**config.mk**
```make
export PLATFORM = sky130hd
export DESIGN_NAME = spike_burst_decoder
export DESIGN_NICKNAME = d
export VERILOG_FILES = /design/src/rtl/mtf_pkg.sv /design/src/rtl/burst_sat_counter.sv /design/src/rtl/spike_burst_decoder.sv
export SDC_FILE = /design/constraint.sdc
export NUM_CORES = 1
export LEC_CHECK = 0
export BUFFER_PORTS_ARGS = -buffer_cell sky130_fd_sc_hd__buf_2
export CORE_UTILIZATION = 55
export CTS_BUF_LIST = sky130_fd_sc_hd__clkbuf_8
export CTS_CLUSTER_DIAMETER = 40
export DETAILED_ROUTE_END_ITERATION = 10
export PLACE_DENSITY_LB_ADDON = 0.25
export SLEW_MARGIN = 20
export SYNTH_ARGS = -nofsm -noshare
export SYNTH_HDL_FRONTEND = slang
export SYNTH_HIERARCHICAL = 1
export SYNTH_SLANG_ARGS = --single-unit
```
**constraint.sdc**
```tcl
create_clock -name clk -period 5.64 [get_ports clk]
set_input_delay 0.282 -clock clk [delete_from_list [all_inputs] [get_ports clk]]
set_output_delay 0.282 -clock clk [all_outputs]
set_load 0.005 [all_outputs]
```
**src/rtl/mtf_pkg.sv**
```systemverilog
// Shared types and helpers for the MTF spike-processing blocks.
package mtf_pkg;

  localparam int unsigned CNT_W_DEF = 16;

  typedef enum logic {
    IDLE  = 1'b0,
    BURST = 1'b1
  } burst_state_t;

  // Increment v, clamping at the all-ones value of a w-bit field (w <= 32).
  function automatic logic [31:0] sat_inc(input logic [31:0] v, input int unsigned w);
    logic [32:0] lim;
    lim = (33'd1 << w) - 33'd1;
    if ({1'b0, v} >= lim) begin
      return lim[31:0];
    end
    return v + 32'd1;
  endfunction

endpackage

```
**src/rtl/burst_sat_counter.sv**
```systemverilog
// Saturating up-counter with synchronous load and clear; load wins over clear.
module burst_sat_counter
  import mtf_pkg::*;
#(
  parameter int unsigned W = CNT_W_DEF
) (
  input  logic         clk,
  input  logic         reset,
  input  logic         clr,
  input  logic         load,
  input  logic [W-1:0] load_val,
  input  logic         inc,
  output logic [W-1:0] q
);

  always_ff @(posedge clk) begin
    if (reset) begin
      q <= '0;
    end else if (load) begin
      q <= load_val;
    end else if (clr) begin
      q <= '0;
    end else if (inc) begin
      q <= W'(sat_inc(32'(q), W));
    end
  end

endmodule

```
**src/rtl/spike_burst_decoder.sv**
```systemverilog
// Groups neuron spike onsets into bursts and emits count/width/period per accepted burst.
module spike_burst_decoder
  import mtf_pkg::*;
#(
  parameter int unsigned CNT_W      = CNT_W_DEF,
  parameter int unsigned GAP_MAX    = 32,
  parameter int unsigned MIN_SPIKES = 2
) (
  input  logic             clk,
  input  logic             reset,
  input  logic             spike,
  output logic             burst_active,
  output logic             meas_valid,
  input  logic             meas_ready,
  output logic [7:0]       meas_count,
  output logic [CNT_W-1:0] meas_width,
  output logic [CNT_W-1:0] meas_period,
  output logic             overrun
);

  localparam int unsigned COUNT_W = 8;

  burst_state_t       state_q, state_d;
  logic               spike_q;
  logic               rise_c;
  logic [COUNT_W-1:0] cnt_q, cnt_d;
  logic [CNT_W-1:0]   last_w_q, last_w_d;
  logic [CNT_W-1:0]   cand_q, cand_d;
  logic               have_prev_q;
  logic [CNT_W-1:0]   w, gap, since_acc;
  logic [CNT_W-1:0]   w_next_c;
  logic               w_clr_c, w_inc_c, gap_clr_c, gap_inc_c;
  logic               close_c, accept_c;

  // spike_q starts high so a spike held across reset release is not an onset.
  always_ff @(posedge clk) begin
    if (reset) spike_q <= 1'b1;
    else       spike_q <= spike;
  end

  assign rise_c   = spike & ~spike_q;
  assign w_next_c = CNT_W'(sat_inc(32'(w), CNT_W));
  assign accept_c = close_c && (cnt_q >= COUNT_W'(MIN_SPIKES));

  burst_sat_counter #(.W(CNT_W)) u_w (
    .clk      (clk),
    .reset    (reset),
    .clr      (w_clr_c),
    .load     (1'b0),
    .load_val ('0),
    .inc      (w_inc_c),
    .q        (w)
  );

  burst_sat_counter #(.W(CNT_W)) u_gap (
    .clk      (clk),
    .reset    (reset),
    .clr      (gap_clr_c),
    .load     (1'b0),
    .load_val ('0),
    .inc      (gap_inc_c),
    .q        (gap)
  );

  burst_sat_counter #(.W(CNT_W)) u_since_acc (
    .clk      (clk),
    .reset    (reset),
    .clr      (1'b0),
    .load     (accept_c),
    .load_val (w_next_c),
    .inc      (1'b1),
    .q        (since_acc)
  );

  always_ff @(posedge clk) begin
    if (reset) begin
      state_q      <= IDLE;
      burst_active <= 1'b0;
      cnt_q        <= '0;
      last_w_q     <= '0;
      cand_q       <= '0;
    end else begin
      state_q      <= state_d;
      burst_active <= (state_d == BURST);
      cnt_q        <= cnt_d;
      last_w_q     <= last_w_d;
      cand_q       <= cand_d;
    end
  end

  // Next state; an onset on the closing cycle keeps the burst open.
  always_comb begin
    state_d   = state_q;
    cnt_d     = cnt_q;
    last_w_d  = last_w_q;
    cand_d    = cand_q;
    w_clr_c   = 1'b0;
    w_inc_c   = 1'b0;
    gap_clr_c = 1'b0;
    gap_inc_c = 1'b0;
    close_c   = 1'b0;
    case (state_q)
      IDLE: begin
        if (rise_c) begin
          state_d   = BURST;
          cnt_d     = COUNT_W'(1);
          last_w_d  = '0;
          w_clr_c   = 1'b1;
          gap_clr_c = 1'b1;
          cand_d    = CNT_W'(sat_inc(32'(since_acc), CNT_W));
        end
      end
      BURST: begin
        w_inc_c = 1'b1;
        if (rise_c) begin
          cnt_d     = COUNT_W'(sat_inc(32'(cnt_q), COUNT_W));
          last_w_d  = w_next_c;
          gap_clr_c = 1'b1;
        end else if (gap == CNT_W'(GAP_MAX - 1)) begin
          close_c = 1'b1;
          state_d = IDLE;
        end else begin
          gap_inc_c = 1'b1;
        end
      end
      default: state_d = IDLE;
    endcase
  end

  // Measurement holding register; an accept into a stalled slot is dropped.
  always_ff @(posedge clk) begin
    if (reset) begin
      have_prev_q <= 1'b0;
      meas_valid  <= 1'b0;
      meas_count  <= '0;
      meas_width  <= '0;
      meas_period <= '0;
      overrun     <= 1'b0;
    end else begin
      if (accept_c) begin
        have_prev_q <= 1'b1;
        if (!meas_valid || meas_ready) begin
          meas_valid  <= 1'b1;
          meas_count  <= cnt_q;
          meas_width  <= last_w_q;
          meas_period <= have_prev_q ? cand_q : '0;
        end else begin
          overrun <= 1'b1;
        end
      end else if (meas_valid && meas_ready) begin
        meas_valid <= 1'b0;
      end
    end
  end

endmodule

```
==> results of run 1 <==
[power by group]
part	internal, uW	switching (uW)	leakage [uW]
sequential	961	41.2	0.00108
combinational	47.1	75.5	0.00165
clock	420	402	0.000191
[metal layers]
layer	track usage (%)	up-vias	part of all wire (%)	wire (um)
met5	0	-	0	0
met4	10.9	0	1.9	353
met3	5.07	32	4.9	892
met2	43.7	191	46	8420
met1	38.3	3134	47	8560
li1	-	3291	-	-
[cell usage in the layout, fill, tap and decap left out, drive strengths merged, types with 6 or more instances in the layout]
cell / n
dfxtp: 133
nand2: 68
a21oi: 55
nor2: 55
buf: 52
conb: 49
o21ai: 47
nand4: 47
nand3: 40
o31ai: 32
nand2b: 29
nor3: 25
mux2i: 22
a211oi: 20
clkbuf: 19
nor4: 19
inv: 17
nand3b: 16
a31oi: 14
a22o: 12
xnor2: 11
and3: 10
xor2: 9
a41o: 9
a41oi: 7
ha: 7
and2: 7
and4: 6
a21o: 6
or3: 6
o221ai: 6
[registers in the layout, indices dropped and copies added (netlist names)]
name and flops:
u_w/q 16, state_q 1, meas_valid 1, meas_period 16, meas_count 8, have_prev_q 1
meas_width 16, overrun 1, cand_q 16, spike_q 1, cnt_q 8, last_w_q 16
u_gap/q 16, u_since_acc/q 16
[cells by family after synthesis]
family,after synthesis,synth area share (%)
compound gates,238,23.0
xor+xnor,20,2.45
fa+ha+maj,7,1.23
buf+inv,71,4.17
flops,133,37.3
mux,27,3.88
other cells,2,0.105
simple gates,350,27.8
[area by class of cell]
| cell class | instances | area [sq um] | share of cell area (%) |
|---|---|---|---|
| clock buffers | 19 | 262 | 3.27 |
| flip-flops and latches | 133 | 2660 | 33.3 |
| repair buffers | 52 | 278 | 3.48 |
| inverters | 16 | 60.1 | 0.751 |
| clock inverters | 13 | 150 | 1.88 |
| well taps | 172 | 215 | 2.69 |
| multi-input cells | 691 | 4370 | 54.6 |
[stage by stage]
step / utilization (%) / setup WS [ns] / cells / cell area [sq um]
after global placement: 60.0 / 2.26 / 1064 / 7570
after floorplan: - / 3.32 / 895 / 7310
final: 63.3 / 2.10 / 1096 / 7990
after detailed placement: 60.1 / 2.20 / 1064 / 7580
after CTS: 63.3 / 2.17 / 1096 / 7990
after global routing: 63.3 / 1.74 / 1096 / 7990
[worst max path at each step]
stage / endpoint / slack, ns
after CTS: u_since_acc/q[3] / 2.17
final: u_since_acc/q[6] / 2.10
after global routing: u_since_acc/q[3] / 1.74
after detailed placement: u_since_acc/q[3] / 2.20
after global placement: u_since_acc/q[4] / 2.26
after floorplan: u_gap/q[4] / 3.32
[worst reg2reg max path, cell delays in order, from the launching register on]
cell and delay [ns]:
dfxtp_1 0.91, inv_1 0.33, a211o_1 0.61, nor2_1 0.69, nor2b_1 0.69, nand2_1 0.16
o21ai_0 0.10
==> impl_results.md, run 1 <==
* Outcome: completed
* Critical-path cell list: inv_1 -> a211o_1 -> nor2_1 -> nor2b_1 -> nand2_1 -> o21ai_0
* DR vias/cell at 6.07
* Gr usage total at 28.0%
* Die Width at 116 um
* Worst Hold Path EP: spike_q
* Drt wl/cell at 16.6 um
* CTS Buf Count at 17
* Vias at 6648
* WP buf/inv at 1
* Remaining Overflow, GRT at 0
* Largest net degree at the start of global routing at 116
* Syn-to-layout area delta at 12.0%
* # setup viols final at 0
* Pins Over Slew Limit at 0
* Slowest stage delay, CP at 0.91 ns
* Delay-heaviest family, CP: simple AND/OR/NAND/NOR gates
* Setup crit start: state_q
* Hold_sp: spike
* Num rows at 41
* Min cycle time layout at 3.54 ns
* Setup Total Neg Slack at 0 ns
* Post-synth EDFFs at 0
* Asr flop ratio synth at 0%
* Slew margin rel. at 28.6%
* Tightest Pin Transition at 1.07 ns
* CTS Hold Bufs at 0
* CTS Root Cell: clkbuf_8
* Worst Skew at 0.00902 ns
* Synth Flop Type: dfxtp_1
* Pwr Total at 1950 uW
* First-pass GRT wire length at 29500 um
* Cts repair resizes at 0
* Core footprint at 12600 sq um
* Worst vdd ir at 0.128 mV
* Data arrival time of the worst path at 3.93 ns
* Initial Util at 56.5%
* Die ar. at 13400 sq um
* Synth top cells by count: dfxtp_1, nand2_1, a21oi_1
* Synthesized cell area at 7140 sq um
* Layout cells sized above 1 at 15.2%
* Hold Path Depth at 2
* Min-Delay Path Class: in -> reg
* TritonCTS clock tree: yes
* Syn Area/Cell at 8.41 sq um
* Static Leak at 0.00292 uW
* Critical path endpoint category: register
* Clk_lat worst skew at 0.46 ns
* Initial antenna violation count at 0
* Worst Path Max Fanout at 26
* CP Launch Type: register
* Drt pass-1 iters at 5
* Max frequency at 283 MHz
* Crit Reg-Reg Startpoint: state_q
* Worst Path Required at 6.04 ns
* TritonCTS Sinks at 133
* I/O Pins at 47
* Hold WS at 0.0894 ns
* R2r worst-path depth at 6
* DP Wirelength at 12500 um
* Fill count at 1163
* Final layout net count at 922
* Yosys top cell by area: dfxtp_1
* Cell area power density at 244 nW/um^2
* Max-Cap Viols at 0
* # DRC at 0
* Top cell type's share of synthesized area at 37.3%
* # H-tree levels at 4
* YS warnings at 6
* Count leader, synth: dfxtp_1
* Antenna Cells at 0
* Crit path depth at 6
* Top cells by area, synth: dfxtp_1, a21oi_1, nand2_1
* Post-CTS Setup Repair Bufs at 0
* Die Y at 116 um
* GPL Wtd Cong at 0.879
* Register-to-register setup slack at 2.10 ns
* Crit share post-route at 62.7%
* Post-route ant nets at 0
* Final hold violation count at 0
* CP Class: reg -> reg
* Number of global-route vias before repair at 5830
* FF+latch count, synth at 133
* Worst path slowest cell: dfxtp_1
* Worst R2R End: u_since_acc/q[6]
* Final wirelength at 18200 um
* Clock Tree Buf Depth at 2
* DRT iter0 DRCs at 660
* Synthesized instance count at 848
* Count of cell types in the netlist at 72
* Port Buf Inserts at 46
* Sequential area share after synthesis at 37.3%
* RSZ-0062 raised after global routing: false
* CTS clk-pin slew, worst paths at 0.08 ns
Note: power is estimated with default switching activity, not from simulation.
==> inputs of run 2 (changes only) <==
==> constraint.sdc (replaced) <==
create_clock -name clk -period 3.2 [get_ports clk]
set_input_delay 0.16 -clock clk [delete_from_list [all_inputs] [get_ports clk]]
set_output_delay 0.16 -clock clk [all_outputs]
set_load 0.005 [all_outputs]
==> run 2 against run 1 <==
Effect of this change: cell area increased by 0.20%; critical path depth unchanged; clock skew barely moved; maximum frequency increased by 31%; sequential share of layout area is 0.068 points lower; register-to-register slack worse by 1.6 ns; highest routed layer unchanged; critical path type unchanged.
==> impl_results.md, run 2 (synthesis gave the netlist of run 1 again) <==
* Clock Tree Buf Depth at 2
* Multi-input logic area at 4360 sq um
* DRT iter0 DRCs at 838
* Final layout net count at 930
* Setup crit start: u_gap/q[6]
* Outcome: completed
* Worst Path Max Fanout at 18
* Die Width at 116 um
* Remaining Overflow, GRT at 0
* Slowest stage delay, CP at 0.79 ns
* Static Leak at 0.00297 uW
* Die ar. at 13400 sq um
* I/O Pins at 47
* Critical path endpoint category: register
* Worst path slowest cell: nor3_2
* DP Wirelength at 12500 um
* # setup viols final at 0
* Syn-to-layout area delta at 12.2%
* Final wirelength at 18200 um
* GPL Wtd Cong at 0.925
* # DRC at 0
* CP Class: reg -> reg
* RSZ-0062 raised after global routing: false
* Fill count at 1149
* Largest net degree at the start of global routing at 85
* Cell area after layout at 8010 sq um
* Min setup slack post-route at 0.492 ns
* Tightest Pin Transition at 1.05 ns
* Min-Delay Path Class: in -> reg
* TritonCTS clock tree: yes
* Port Buf Inserts at 46
* Post-route ant nets at 0
* Initial antenna violation count at 0
* Layout cells sized above 1 at 15.4%
* Num rows at 41
* Core footprint at 12600 sq um
* First-pass GRT wire length at 29700 um
* Slew margin rel. at 29.9%
* Min cycle time layout at 2.71 ns
* DR vias/cell at 6.13
* Drt wl/cell at 16.5 um
* Number of global-route vias before repair at 5997
* Most common cell after layout, fill and taps aside: dfxtp_1
* # H-tree levels at 4
* Initial Util at 56.5%
* Data arrival time of the worst path at 3.06 ns
* Antenna Cells at 0
* Die Y at 116 um
* TritonCTS Sinks at 133
* Critical-path cell list: and4b_1 -> and4_1 -> nor3_2 -> nand4_1 -> or3_1 -> a22o_1
* Worst vdd ir at 0.226 mV
* Max frequency at 369 MHz
* Placed inst area at 7630 sq um
* CTS Root Cell: clkbuf_8
* Gr usage total at 28.1%
* Drt pass-1 iters at 5
* Final hold violation count at 0
* CTS Buf Count at 17
* Hold_sp: meas_ready
* Post-place setup slack at 0.518 ns
* CTS clk-pin slew, worst paths at 0.07 ns
* Worst Skew at 0.00919 ns
* Setup Total Neg Slack at 0 ns
* Max-Cap Viols at 0
* Cts repair resizes at 0
* Most frequent cells in the layout: dfxtp_1, nand2_1, a21oi_1, nor2_1, conb_1
* CP Launch Type: register
* Cell area power density at 413 nW/um^2
* Crit share post-route at 84.6%
* Vias at 6762
* Worst Path Required at 3.55 ns
* Crit Reg-Reg Startpoint: u_gap/q[6]
* Register area at 2660 sq um
* Pins Over Slew Limit at 0
* Clk_lat worst skew at 0.45 ns
==> run 2: stage by stage <==
stage / hold WS, ns / cells / total power [uW] / util (%)
5_1_grt: 0.281 / 1103 / 3420 / 63.5
2_1_floorplan: 0.229 / 895 / 1950 / -
6_report: 0.247 / 1103 / 3310 / 63.5
4_1_cts: 0.215 / 1103 / 3320 / 63.5
3_5_place_dp: 0.383 / 1071 / 2010 / 60.4
3_3_place_gp: 0.376 / 1071 / 2010 / 60.4
==> run 2: cell type report <==
| cell class | count | area share (%) |
|---|---|---|
| inverter | 16 | 0.750 |
| tap | 172 | 2.69 |
| clock buffer | 21 | 3.61 |
| clock inverter | 10 | 1.03 |
| multi-input combinational | 691 | 54.4 |
| sequential | 133 | 33.2 |
| timing repair buffer | 60 | 4.25 |
==> run 2: worst max-delay path: cells and delay by family, from the launching register on <==
kind               cells  cell delay, ns
AOI/OAI and AO/OA      1            0.17
DFF                    1            0.39
and+or+nand+nor        5            2.04
==> run 2: path summary, 6_finish.rpt <==
check                   endpoint  slack (ns)  depth (start not counted)
setup / recovery      u_gap/q[4]        0.49                          6
hold / removal        meas_valid        0.25                          5
setup reg to reg      u_gap/q[4]        0.49                          6
hold reg to reg   meas_width[10]        0.47                          2
==> run 2: power breakdown <==
group          internal, uW  total (uW)  switching, uW
combinational          85.1         222            137
clock                   682        1330            643
sequential             1690        1760           69.1
==> run 2: timing repair <==
action                                 CTS  global route
endpoints found under the hold margin    1             0
hold buffers                             1             0
setup buffers                            0             0
==> run 2: routing by layer <==
metal | up-vias | track usage, % | wire length [um]
met5 | - | 0 | 0
met4 | 0 | 11.2 | 282
met3 | 25 | 4.50 | 902
met2 | 202 | 45.5 | 8570
met1 | 3212 | 37.3 | 8440
li1 | 3323 | - | -
==> inputs of run 3 (changes only) <==
==> constraint.sdc (replaced) <==
create_clock -name clk -period 2.2 [get_ports clk]
set_input_delay 0.11 -clock clk [delete_from_list [all_inputs] [get_ports clk]]
set_output_delay 0.11 -clock clk [all_outputs]
set_load 0.005 [all_outputs]
==> run 3 against run 2 <==
Effect of this change: total power increased by 57%; maximum frequency up 32%; clock skew is 0.0015 ns lower; cell area is 5.5% higher; combinational power increased by 77%; largest power group unchanged; global-route usage is 1.5 points higher; die area did not move.
==> impl_results.md, run 3 (synthesis gave the netlist of run 1 again) <==
* Crit share post-route at 93.3%
* Final wirelength at 19100 um
* DR vias/cell at 6.05
* Vias at 6973
* Largest net degree at the start of global routing at 46
* Worst Path Required at 2.58 ns
* WP buf/inv at 1
* Port Buf Inserts at 46
* # DRC at 0
* DRT iter0 DRCs at 801
* Final hold violation count at 0
* Post-place setup slack at 0.190 ns
* I/O Pins at 47
* Gr usage total at 29.6%
* Cell area power density at 614 nW/um^2
* Cts repair resizes at 0
* Outcome: completed
* TritonCTS Sinks at 133
* Antenna Cells at 0
* Hold_sp: reset
* TritonCTS clock tree: yes
* RSZ-0062 raised after global routing: false
* Worst path slowest cell: or3_1
* Most frequent cells in the layout: dfxtp_1, nand2_1, buf_4, a21oi_1, nor2_1
* CTS Root Cell: clkbuf_8
* Min cycle time layout at 2.05 ns
* Max frequency at 487 MHz
* CP Class: reg -> reg
* Crit Reg-Reg Startpoint: cnt_q[0]
* Post-route ant nets at 0
* Fill count at 1052
* # setup viols final at 0
* Register-to-register setup slack at 0.15 ns
* Tightest Pin Transition at 0.927 ns
* Layout cells sized above 1 at 19.7%
* Worst Skew at 0.00768 ns
* Post-route insts no fill at 1152
* Max-Cap Viols at 0
* Min setup slack post-route at 0.146 ns
* Worst vdd ir at 0.350 mV
* Initial antenna violation count at 0
* Critical-path cell list: inv_1 -> ha_1 -> nor4_2 -> a211o_1 -> nor2_1 -> or3_1 -> a41o_1 -> o21ai_2
* Core footprint at 12600 sq um
* CTS clk-pin slew, worst paths at 0.08 ns
* Remaining Overflow, GRT at 0
* Drt wl/cell at 16.6 um
* Critical path endpoint category: register
* CP Launch Type: register
* Register area at 2660 sq um
* Data arrival time of the worst path at 2.44 ns
* Slew margin rel. at 38.0%
* # H-tree levels at 4
* Hold WS at 0.0690 ns
* Worst Hold Path EP: u_w/q[2]
* Num rows at 41
* Clk_lat worst skew at 0.45 ns
* Delay-heaviest family, CP: simple AND/OR/NAND/NOR gates
* Multi-input logic area at 4370 sq um
* Die ar. at 13400 sq um
* R2r worst-path depth at 8
* Clock Tree Buf Depth at 2
* Hold Path Depth at 2
* Static Leak at 0.00324 uW
* GPL Wtd Cong at 0.938
* Min-Delay Path Class: in -> reg
* Syn-to-layout area delta at 18.4%
* DP Wirelength at 13500 um
* Placed Cells at 1119
* Worst R2R End: u_since_acc/q[11]
* Pins Over Slew Limit at 0
* Most common cell after layout, fill and taps aside: dfxtp_1
* CTS Buf Count at 17
* Slowest stage delay, CP at 0.53 ns
* Die Y at 116 um
* Die Width at 116 um
* Drt pass-1 iters at 5
* Worst Path Max Fanout at 7
* Initial Util at 56.5%
* Final layout net count at 978
* Crit path depth at 8
* Number of global-route vias before repair at 6126
* First-pass GRT wire length at 31100 um
[run 3: cell count changes in the layout (fill, tap and decap cells not counted), sizes merged]
| cell | delta |
|---|---|
| buf | +48 |
| clkinvlp | +2 |
| clkinv | -1 |
| clkbuf | -3 |
| bufinv | +3 |
[run 3: how the worst max path moves through the flow]
stage               start           endpoint  slack (ns)
6_report         cnt_q[0]  u_since_acc/q[11]        0.15
3_3_place_gp     cnt_q[0]  u_since_acc/q[11]        0.23
3_5_place_dp     cnt_q[0]  u_since_acc/q[11]        0.19
2_1_floorplan  u_gap/q[6]         u_gap/q[4]       -0.03
5_1_grt          u_w/q[0]          u_w/q[15]        0.01
4_1_cts          cnt_q[0]  u_since_acc/q[11]        0.17
[run 3: routing by layer]
metal / vias to the layer above / GRT usage, % / wire length (um)
met3: 23 / 6.43 / 1380
li1: 3427 / - / -
met5: - / 0 / 0
met4: 0 / 10.7 / 331
met2: 289 / 45.1 / 8520
met1: 3234 / 41.0 / 8890
[run 3: layout make-up]
type	count	area share [%]
flip-flops and latches	133	31.5
inverters	16	0.711
multi-input cells	691	51.7
well taps	172	2.55
repair buffers	108	8.44
clock buffers	18	2.93
clock inverters	14	2.21
[run 3: repair_timing]
| action | 4_1_cts | 5_1_grt |
|---|---|---|
| buffers inserted | 0 | 0 |
| endpoints found under the hold margin | 1 | 0 |
| hold buffers | 1 | 0 |
[run 3: per-stage QoR]
| stage | TNS (ns) | total power, uW | utilization [%] | instance area, sq um |
|---|---|---|---|---|
| global placement | 0 | 2970 | 63.4 | 8010 |
| finish | 0 | 5190 | 67.0 | 8450 |
| global route | 0 | 5370 | 67.0 | 8450 |
| CTS | 0 | 5190 | 67.0 | 8450 |
| detailed placement | 0 | 2970 | 63.4 | 8010 |
| floorplan | -0.0335 | 2840 | - | 7320 |
[run 3: report_power, final]
part	internal [uW]	switching, uW	total, uW
logic	157	235	392
clock network	1260	996	2250
registers	2460	78.3	2540
total	3880	1310	5190
